<file path="src/rtl/unary_decoder.sv">
// Thermometer (MSB-first unary) to binary decoder, two-stage valid/ready pipe; optional THERM_CHECK_EN builds malformed-word detection.
// Latency: 2 cycles from accepted input to out_valid; one word per cycle sustained.
// Backpressure: out_ready=0 stalls S2, then S1; in_ready drops once both stages hold a word.
module unary_decoder #(
  parameter int N     = 16,
  parameter int OUT_W = $clog2(N),
  parameter int CNT_W = 16
) (
  input  logic             clk,
  input  logic             rst,
  input  logic             in_valid,
  output logic             in_ready,
  input  logic [N-1:0]     unary_in,
  output logic             out_valid,
  input  logic             out_ready,
  output logic [OUT_W-1:0] bin_out,
  output logic             err_out,
  output logic [CNT_W-1:0] err_cnt,
  input  logic             err_clr
);

  localparam int                PC_W    = $clog2(N + 1);
  localparam logic [PC_W-1:0]   PC_MAX  = PC_W'(N - 1);
  localparam logic [CNT_W-1:0]  CNT_MAX = '1;

  logic [PC_W-1:0]  pop;
  logic [OUT_W-1:0] bin_d;
  logic             bad_d;

  logic             s1_valid;
  logic [OUT_W-1:0] s1_bin;
  logic             s1_err;
  logic             s2_valid;
  logic [OUT_W-1:0] s2_bin;
  logic             s2_err;

  logic             s2_adv;
  logic             in_fire;

  always_comb begin
    pop = '0;
    for (int i = 0; i < N; i++) begin
      pop = pop + PC_W'(unary_in[i]);
    end
  end

  // The all-ones word counts to N, which does not fit OUT_W bits.
  assign bin_d = (pop > PC_MAX) ? PC_MAX[OUT_W-1:0] : pop[OUT_W-1:0];

`ifdef THERM_CHECK_EN
  logic gap;

  always_comb begin
    gap = 1'b0;
    for (int i = 1; i < N; i++) begin
      if (!unary_in[i] && unary_in[i-1]) begin
        gap = 1'b1;
      end
    end
  end

  assign bad_d = gap || (&unary_in);
`else
  assign bad_d = 1'b0;
`endif

  assign s2_adv   = !s2_valid || out_ready;
  assign in_ready = !s1_valid || s2_adv;
  assign in_fire  = in_valid && in_ready;

  always_ff @(posedge clk or posedge rst) begin
    if (rst) begin
      s1_valid <= 1'b0;
      s1_bin   <= '0;
      s1_err   <= 1'b0;
    end else if (in_fire) begin
      s1_valid <= 1'b1;
      s1_bin   <= bin_d;
      s1_err   <= bad_d;
    end else if (s2_adv) begin
      s1_valid <= 1'b0;
    end
  end

  // Data only moves with a valid word, so bin_out keeps its last value when idle.
  always_ff @(posedge clk or posedge rst) begin
    if (rst) begin
      s2_valid <= 1'b0;
      s2_bin   <= '0;
      s2_err   <= 1'b0;
    end else if (s2_adv) begin
      s2_valid <= s1_valid;
      if (s1_valid) begin
        s2_bin <= s1_bin;
        s2_err <= s1_err;
      end
    end
  end

  assign out_valid = s2_valid;
  assign bin_out   = s2_bin;
  assign err_out   = s2_valid && s2_err;

  always_ff @(posedge clk or posedge rst) begin
    if (rst) begin
      err_cnt <= '0;
    end else if (err_clr) begin
      err_cnt <= '0;
    end else if (out_valid && out_ready && err_out && (err_cnt != CNT_MAX)) begin
      err_cnt <= err_cnt + CNT_W'(1);
    end
  end

`ifndef SYNTHESIS
  a_stall_hold: assert property (@(posedge clk) disable iff (rst)
    (out_valid && !out_ready) |=> (out_valid && $stable(bin_out)));

  a_clr_zero: assert property (@(posedge clk) disable iff (rst)
    err_clr |=> (err_cnt == '0));
`endif

endmodule

</file>
<file path="config.mk">
export PLATFORM = sky130hd
export DESIGN_NAME = unary_decoder
export DESIGN_NICKNAME = d
export VERILOG_FILES = /design/src/rtl/unary_decoder.sv
export SDC_FILE = /design/constraint.sdc
export NUM_CORES = 1
export LEC_CHECK = 0
export BUFFER_PORTS_ARGS = -buffer_cell sky130_fd_sc_hd__buf_2
export CAP_MARGIN = 20
export CORE_UTILIZATION = 40
export CTS_CLUSTER_SIZE = 20
export DETAILED_ROUTE_END_ITERATION = 8
export GPL_TIMING_DRIVEN = 0
export PLACE_DENSITY = 0.71
export SETUP_SLACK_MARGIN = 0.02
export SYNTH_ARGS = -nofsm -noshare
export SYNTH_HDL_FRONTEND = slang
export SYNTH_SLANG_ARGS = --single-unit
</file>
<file path="constraint.sdc">
create_clock -name clk -period 1.2 [get_ports clk]
set_input_delay 0.24 -clock clk [delete_from_list [all_inputs] [get_ports clk]]
set_output_delay 0.24 -clock clk [all_outputs]
set_load 0.03 [all_outputs]
</file>
==> results.md, run 1 <==
- Final WL: 1.46 mm
- Setup TNS: -7910 ps
- Fillcell total: 188
- CP max FO: 4
- Post-synth cell types: 18
- Met2 capacity usage during global routing: 23.4%
- Global routing met1 resource utilization: 14.1%
- DIE WIDTH: 49.9 µm
- Routed vias/inst: 4.00
- DR WL/cell: 9.11 µm
- Area growth syn-to-layout: 33.2%
- Grt total ovfl: 0
- First-pass GRT wire length: 2.40 mm
- Final net count: 170
- Core area: 0.00206 mm²
- Boundary pin count: 44
- Post-synth EDFFs: 0
- Crit share post-route: 266%
- Synthesized cell area: 917 µm²
- Mapped Avg Cell Area: 10.7 µm²
- Synth Register Bits: 10
- TritonCTS clock tree: yes
- Most frequent cell after synthesis: inv_1
- Vias in the first global route: 584
- Starting density of the core: 44.5%
- Sequential area share after synthesis: 27.3%
- FFs w/ async S/R, synth: 100%
- Synth top cells by count: inv_1, buf_4, dfrtp_1, fa_1, ha_1
- Die Y-Extent: 49.9 µm
- Clk sink count: 10
- Ys Warns: 0
- DRC viols: 0
- CP max stage delay: 520 ps
- Critical path, cell by cell: buf_6 -> fa_1 -> inv_1 -> fa_1 -> fa_1 -> fa_1 -> inv_1 -> ha_2 -> fa_2 -> a21oi_2 -> o21ai_4 -> o22a_1
- Global Route met3 Usage: 3.70%
- Final min period: 3190 ps
- Number of buffers created by CTS: 3
- Hold Crit Class: in2reg
- GRT busiest layer: met2
- Port bufs: 25
- CP max stage cell: fa_1
- Clock Skews: 8.02 ps
- Finish-stage setup viols: 4
- Tot GR Track Use: 13.3%
- Final Non-Filler Cells: 160
- H-tree depth: 1
- Leakage: 0.691 nW
- Data required time of the worst path: 1350 ps
- CP Capture Type: register
- Fmax: 313 MHz
- Yosys top cell by area: dfrtp_1
- Placed insts: 154
- Initial antenna violation count: 0
- VDD IR-drop max: 1010 µV
- Final worst setup slack: -1990 ps
- CP Launch Type: primary input
- Failing checks: negative setup slack
- Post-route ant nets: 0
- Final core utilization: 59.2%
- Share of cells above drive strength 1: 47.4%
- Drt first pass iters: 4
- Critical path arrival: 3340 ps
- Clock Tree Buf Depth: 2
- Most frequent CP cell: fa_1
- Commonest register cell after synthesis: dfrtp_1
- Vias after detailed routing: 640
- Area contributors post-synth: dfrtp_1, fa_1, buf_4
- Max Transition Viols Final: 0
- Number of max-cap violations: 0
- Synth top area share: 27.3%
- Clk_lat worst skew: 270 ps
- N_diodes: 0
- RSZ-0062 raised after global routing: yes
- Synth Instances: 86
- CTS root buf: clkbuf_4
- Detailed placer's ending HPWL: 1.31 mm
- Clk slew on worst S/H paths: 70 ps
- Die area: 0.00249 mm²
- Status: finished with violations
- Hold Vio Cnt, Final: 0
- First DRT Iteration DRCs: 1
- WHS: 186 ps
- GP Congestion: 0.697
- PD cells: 1710 mW/mm²
- Rows: 16
- Total design power: 2.09 mW
- Largest net degree at the start of global routing: 11
- CP Class: in2reg
[power breakdown]
part           leakage (nW)  internal [mW]  switching, mW
logic                 0.560          0.575          0.670
registers             0.109          0.478         0.0726
clock network        0.0210          0.184          0.114
[stage by stage]
step / cell area [µm²] / setup WS, ps
2_1_floorplan: 987 / -2090
3_3_place_gp: 1150 / -2270
3_5_place_dp: 1150 / -2310
4_1_cts: 1220 / -2000
5_1_grt: 1220 / -2080
6_report: 1220 / -1990
[sequential cells by signal, summed over array words and instances (netlist names)]
name / count
out_valid: 1
bin_out: 4
s1_bin: 4
s1_valid: 1
[path summary, 6_finish.rpt]
| check | from | end | slack (ps) | depth (start not counted) |
|---|---|---|---|---|
| min in group asynchronous | rst | s1_bin[1] | 480 | 3 |
| setup / recovery | unary_in[11] | s1_bin[3] | -1990 | 12 |
| max in group asynchronous | rst | out_valid | 440 | 3 |
| hold reg to reg | bin_out[3] | bin_out[3] | 500 | 1 |
| hold / removal | in_valid | s1_valid | 190 | 2 |
| setup reg to reg | s1_valid | s1_bin[3] | 90 | 4 |
[layout make-up]
type	count	area, µm²	share of cell area [%]
sequential	10	251	20.6
tap	27	33.8	2.77
buffer	17	128	10.5
inverter	23	86.3	7.07
clock buffer	4	36.3	2.97
multi-input combinational	52	524	42.9
timing repair buffer	27	161	13.2
[critical path, delay by kind of cell]
kind,cells,cell delay [ps]
compound gates,3,430
buf+inv,3,180
fa+ha+maj,6,2460
[routing by layer]
layer	routed length [µm]	up-vias	part of all wire [%]
met5	0	-	0
met1	490	300	34
met4	34	0	2.3
li1	-	316	-
met2	848	19	58
met3	84	5	5.8
[cells by family after synthesis]
kind of cell / after synthesis / synth area share (%)
AOI/OAI and AO/OA: 8 / 7.91
xor gates and xnor gates: 2 / 1.91
adders and majority gates: 15 / 28.6
DFF: 10 / 27.3
muxes: 4 / 4.91
other: 1 / 0.409
buffers and inverters: 40 / 23.3
and+or+nand+nor: 6 / 5.59
[timing repair]
action,CTS,global route
pin swaps,2,2
endpoints found under the setup margin,5,9
hold endpoints to repair,10,0
resized for setup,7,1
setup buffers,1,0
hold buffers,1,0
[placed cells by master (no fill, tap or decap)]
cell           count
buf_2             22
a21o_1             1
dfrtp_1            9
ha_2               1
fa_2               1
buf_6              3
o21ai_4            1
dfrtp_2            1
a21oi_2            2
inv_2              3
fa_1               9
and2_4             1
nand2b_1           3
dlygate4sd3_1      1
xnor2_1            1
nand3b_4           1
clkbuf_4           3
inv_1             20
clkbuf_8           1
mux2_2             4
buf_4             18
ha_1               4
o22a_1             4
conb_1            17
nand2_2            1
xor2_1             1
Note: power is estimated with default switching activity, not from simulation.
==> inputs of run 2 (changes only) <==
--- a/config.mk
+++ b/config.mk
@@ -5,14 +5,17 @@
 export SDC_FILE = /design/constraint.sdc
 export NUM_CORES = 1
 export LEC_CHECK = 0
+export ABC_AREA = 0
 export BUFFER_PORTS_ARGS = -buffer_cell sky130_fd_sc_hd__buf_2
 export CAP_MARGIN = 20
+export CORE_ASPECT_RATIO = 0.7
 export CORE_UTILIZATION = 40
 export CTS_CLUSTER_SIZE = 20
 export DETAILED_ROUTE_END_ITERATION = 8
 export GPL_TIMING_DRIVEN = 0
 export PLACE_DENSITY = 0.71
 export SETUP_SLACK_MARGIN = 0.02
+export SKIP_LAST_GASP = 1
 export SYNTH_ARGS = -nofsm -noshare
 export SYNTH_HDL_FRONTEND = slang
 export SYNTH_SLANG_ARGS = --single-unit
==> run 2 against run 1 <==
The run still ends with negative setup slack left. Via count is 1.4% lower. Sequential power is 2% lower. Global-route usage is 0.12 points lower. Flip-flop and latch count stayed put. Setup slack worse by 5.7 ps. Die area is 0.11% higher. Final area is 2.4% higher. Hold slack worse by 4.2 ps. Critical path depth stayed put. First-iteration DRC count grew to 6.0 times the previous value. Highest routed layer is now met3.
==> results.md, run 2 (synthesized netlist as in run 1, its figures left out) <==
- Status: finished with violations
- Failing checks: negative setup slack
- Initial antenna violation count: 0
- CP max stage cell: fa_1
- Commonest non-fill, non-tap cell in the layout: buf_2
- Hold path depth: 2
- Clk slew on worst S/H paths: 60 ps
- Detailed placer's ending HPWL: 1.24 mm
- Routed vias/inst: 3.80
- Vias in the first global route: 593
- Leakage: 0.700 nW
- DRC viols: 0
- CP Capture Type: register
- Hold Vio Cnt, Final: 0
- Data required time of the worst path: 1350 ps
- Number of buffers created by CTS: 3
- Boundary pin count: 44
- Final worst setup slack: -2000 ps
- Critical path arrival: 3350 ps
- GP Congestion: 0.697
- Cells on worst reg2reg path: 3
- Finish-stage setup viols: 4
- Share of cells above drive strength 1: 46.3%
- Largest net degree at the start of global routing: 11
- DIE WIDTH: 59.2 µm
- Clk_lat worst skew: 260 ps
- Hold Crit Class: in2reg
- Clock Skews: 3.42 ps
- N_diodes: 0
- CP Launch Type: primary input
- Critical path, cell by cell: buf_6 -> fa_1 -> inv_1 -> fa_1 -> fa_1 -> fa_1 -> inv_2 -> ha_4 -> fa_2 -> buf_6 -> xor2_1 -> o22a_1
- RSZ-0062 raised after global routing: yes
- Crit share post-route: 267%
- CTS root buf: clkbuf_4
- Fmax: 312 MHz
- Core area: 0.00215 mm²
- PD cells: 1770 mW/mm²
- Final Instance Area: 0.00125 mm²
- CP max FO: 2
- H-tree depth: 1
- Grt total ovfl: 0
- Die area: 0.00249 mm²
- VDD IR-drop max: 1030 µV
- CP max stage delay: 530 ps
- Area growth syn-to-layout: 36.3%
- Final net count: 171
- Final WL: 1.44 mm
- Number of max-cap violations: 0
- Fillcell total: 193
- CP Class: in2reg
- Port bufs: 25
- First DRT Iteration DRCs: 6
- Total design power: 2.22 mW
- Most frequent cells in the layout: buf_2, inv_1, buf_4
- Rows: 14
- DP Area: 0.00115 mm²
- Die Y-Extent: 42.1 µm
- Clk sink count: 10
- Vias after detailed routing: 631
- Clock Tree Buf Depth: 2
- Tot GR Track Use: 13.1%
- DR WL/cell: 8.67 µm
- First-pass GRT wire length: 2.35 mm
- TritonCTS clock tree: yes
- Final min period: 3200 ps
- Max Transition Viols Final: 0
- Starting density of the core: 42.6%
- Most frequent CP cell: fa_1
- Drt first pass iters: 2
- Post-route ant nets: 0
[run 2: cell count changes in the layout (fill, tap and decap cells not counted)]
| cell | previous run | this run |
|---|---|---|
| a21oi_4 | 0 | 1 |
| inv_1 | 20 | 22 |
| ha_2 | 1 | 0 |
| inv_2 | 3 | 1 |
| ha_4 | 0 | 1 |
| a21oi_2 | 2 | 1 |
| buf_2 | 22 | 23 |
[run 2: where the power goes]
| group | switching (mW) | internal, mW | total [mW] |
|---|---|---|---|
| combinational | 0.724 | 0.659 | 1.38 |
| clock | 0.107 | 0.184 | 0.291 |
| sequential | 0.0641 | 0.477 | 0.541 |
[run 2: final cells by class]
class	count	area (µm²)	share of cell area [%]
multi-input cells	52	542	43.3
flip-flops and latches	10	251	20.1
repair buffers	28	166	13.3
plain buffers	17	128	10.2
inverters	23	86.3	6.91
well taps	32	40.0	3.20
clock buffers	4	36.3	2.90
[run 2: worst max-delay path: cells and delay by family]
kind                       cells  cell delay (ps)
AOI/OAI and AO/OA              1              160
xor gates and xnor gates       1              130
adders and majority gates      6             2500
buffers and inverters          4              320
[run 2: metal layers]
| layer | global-route usage, % | routed length [µm] | vias to the layer above |
|---|---|---|---|
| met5 | 0 | 0 | - |
| li1 | - | - | 323 |
| met2 | 22.5 | 779 | 22 |
| met1 | 15.2 | 569 | 286 |
| met4 | 2.86 | 0 | 0 |
| met3 | 5.56 | 91 | 0 |
[run 2: stage by stage]
stage	cells	TNS, ps	util (%)	hold WS, ps	setup slack [ps]
finish	166	-7970	58.0	182	-2000
global route	166	-8210	58.0	173	-2060
CTS	165	-8020	56.6	173	-2010
detailed placement	159	-9270	53.5	230	-2330
global placement	159	-9070	53.5	215	-2270
floorplan	102	-8330	-	80.1	-2090
[run 2: worst paths after layout]
path | to | from | slack, ps
setup / recovery | s1_bin[2] | unary_in[11] | -2000
hold / removal | s1_valid | in_valid | 180
setup reg to reg | bin_out[2] | out_valid | 100
hold reg to reg | bin_out[2] | bin_out[2] | 500
max in group asynchronous | out_valid | rst | 400
min in group asynchronous | s1_valid | rst | 500
[run 2: repair_timing]
| action | 4_1_cts | 5_1_grt |
|---|---|---|
| hold buffers | 1 | 0 |
| setup buffers | 1 | 1 |
| endpoints found under the hold margin | 10 | 0 |
| setup endpoints to repair | 5 | 9 |
| pin swaps | 1 | 0 |
| resized for setup | 3 | 5 |
| cloned | 0 | 0 |
==> inputs of run 3 (changes only) <==
--- a/config.mk
+++ b/config.mk
@@ -9,12 +9,14 @@
 export BUFFER_PORTS_ARGS = -buffer_cell sky130_fd_sc_hd__buf_2
 export CAP_MARGIN = 20
 export CORE_ASPECT_RATIO = 0.7
+export CORE_MARGIN = 2
 export CORE_UTILIZATION = 40
 export CTS_CLUSTER_SIZE = 20
 export DETAILED_ROUTE_END_ITERATION = 8
 export GPL_TIMING_DRIVEN = 0
 export PLACE_DENSITY = 0.71
 export SETUP_SLACK_MARGIN = 0.02
+export SKIP_CTS_REPAIR_TIMING = 1
 export SKIP_LAST_GASP = 1
 export SYNTH_ARGS = -nofsm -noshare
 export SYNTH_HDL_FRONTEND = slang
==> run 3 against run 2 <==
The run still ends with negative setup slack left. Core utilization down 0.87 points. Wire length shrank 1.7%. Setup slack gained 4.7 ps. Global-route usage is 2.1 points lower. Flip-flop and latch count unchanged. Largest cell class unchanged. Largest power group unchanged.
==> results.md, run 3 (synthesized netlist as in run 1, its figures left out) <==
- GP Congestion: 0.710
- Clk_lat worst skew: 260 ps
- Hold Vio Cnt, Final: 0
- CP Capture Type: register
- First-pass GRT wire length: 2.13 mm
- CTS root buf: clkbuf_4
- Failing checks: negative setup slack
- PD cells: 1720 mW/mm²
- Data required time of the worst path: 1350 ps
- Hold path depth: 2
- Initial antenna violation count: 0
- Die area: 0.00270 mm²
- Combinational fraction of design power: 60.6%
- Sw Pwr: 0.866 mW
- Most frequent cells in the layout: buf_2, inv_1, buf_4
- Clock Tree Buf Depth: 2
- Vias after detailed routing: 633
- Area growth syn-to-layout: 34.2%
- VDD IR-drop max: 775 µV
- Rows: 14
- Clk pwr share: 13.9%
- Placed insts: 159
- Tot GR Track Use: 11.1%
- Fmax: 313 MHz
- Hold Crit Class: in2reg
- Max Transition Viols Final: 0
- DIE WIDTH: 61.2 µm
- TritonCTS clock tree: yes
- First DRT Iteration DRCs: 5
- Hold path startpoint: in_valid
- Clk slew on worst S/H paths: 60 ps
- Final Non-Filler Cells: 165
- Pint: 1.25 mW
- Drt first pass iters: 2
- Crit share post-route: 266%
- Worst reg2reg startpoint: out_valid
- Port bufs: 25
- Grt total ovfl: 0
- Detailed placer's ending HPWL: 1.29 mm
- Share of cells above drive strength 1: 45.9%
- Post-route ant nets: 0
- Status: finished with violations
- Flop-to-flop setup slack: 130 ps
- Cells on worst reg2reg path: 4
- Switching Share: 40.9%
- Worst R2R End: s1_bin[3]
- CP Class: in2reg
- Die Y-Extent: 44.1 µm
- RSZ-0062 raised after global routing: yes
- Finish-stage setup viols: 4
- Vias in the first global route: 563
- DR WL/cell: 8.58 µm
- Number of buffers created by CTS: 3
- Clock Skews: 3.53 ps
- Routed vias/inst: 3.84
- Final worst setup slack: -2000 ps
- CP Launch Type: primary input
- H-tree depth: 1
- Final net count: 170
- Sequential Power Share: 25.5%
- Total design power: 2.12 mW
- Leakage: 0.692 nW
- Final min period: 3200 ps
- Commonest non-fill, non-tap cell in the layout: buf_2
- N_diodes: 0
- Boundary pin count: 44
- CP max FO: 4
- Critical path arrival: 3340 ps
- Final WL: 1.42 mm
- Clk sink count: 10
- Fillcell total: 197
- Core area: 0.00215 mm²
- DRC viols: 0
- Largest net degree at the start of global routing: 11
- Starting density of the core: 42.6%
- Number of max-cap violations: 0
- Hold Crit Endpoint: s1_valid
==> run 3: cell count changes in the layout (fill, tap and decap cells not counted), sizes merged <==
cell | previous run | this run
buf | 44 | 43
==> run 3: cell type report <==
class / instances / area (µm²) / area share, %
Timing Repair Buffer: 27 / 155 / 12.6
Sequential cell: 10 / 251 / 20.4
Multi-Input combinational cell: 52 / 534 / 43.4
Clock buffer: 4 / 36.3 / 2.95
Tap cell: 32 / 40.0 / 3.25
Buffer: 17 / 128 / 10.4
Inverter: 23 / 86.3 / 7.01
==> run 3: layer usage <==
metal  vias up  share of wire [%]  wire length [µm]  GRT usage [%]
met3         4                8.3               118           5.26
li1        320                  -                 -              -
met5         -                  0                 0              0
met1       284                 35               501           11.9
met4         0                2.0                29           2.61
met2        25                 54               767           19.6
==> run 3: worst max-delay path by stage <==
stage / startpoint / to / slack (ps)
after floorplan: unary_in[11] / s1_bin[0] / -2090
after global placement: unary_in[11] / s1_bin[3] / -2270
after detailed placement: unary_in[11] / s1_bin[3] / -2300
after CTS: unary_in[11] / s1_bin[3] / -2030
after global routing: unary_in[11] / s1_bin[3] / -2090
final: unary_in[11] / s1_bin[3] / -2000
==> run 3: metrics by stage <==
step	area [µm²]	hold WS, ps	worst slack [ps]	TNS, ps	util, %
finish	1230	179	-2000	-7950	57.1
detailed placement	1150	232	-2300	-9180	53.5
global placement	1150	215	-2270	-9070	53.5
floorplan	987	80.1	-2090	-8330	-
global route	1230	176	-2090	-8330	57.1
CTS	1190	-53.9	-2030	-8090	55.2
==> run 3: power groups by stage <==
| stage | registers [mW] | clock network [mW] | logic, mW |
|---|---|---|---|
| 2_1_floorplan | 0.681 | 0 | 0.841 |
| 3_3_place_gp | 0.545 | 0 | 1.18 |
| 3_5_place_dp | 0.549 | 0 | 1.24 |
| 4_1_cts | 0.542 | 0.305 | 1.24 |
| 5_1_grt | 0.562 | 0.320 | 1.44 |
| 6_report | 0.540 | 0.294 | 1.28 |
==> run 3: worst max-delay path, stage by stage <==
cell     delay, ps
buf_6           90
fa_1           530
inv_1           50
fa_1           450
fa_1           480
fa_1           510
inv_2           40
ha_4           150
fa_2           350
a21oi_2        180
o21ai_4         80
o22a_1         170
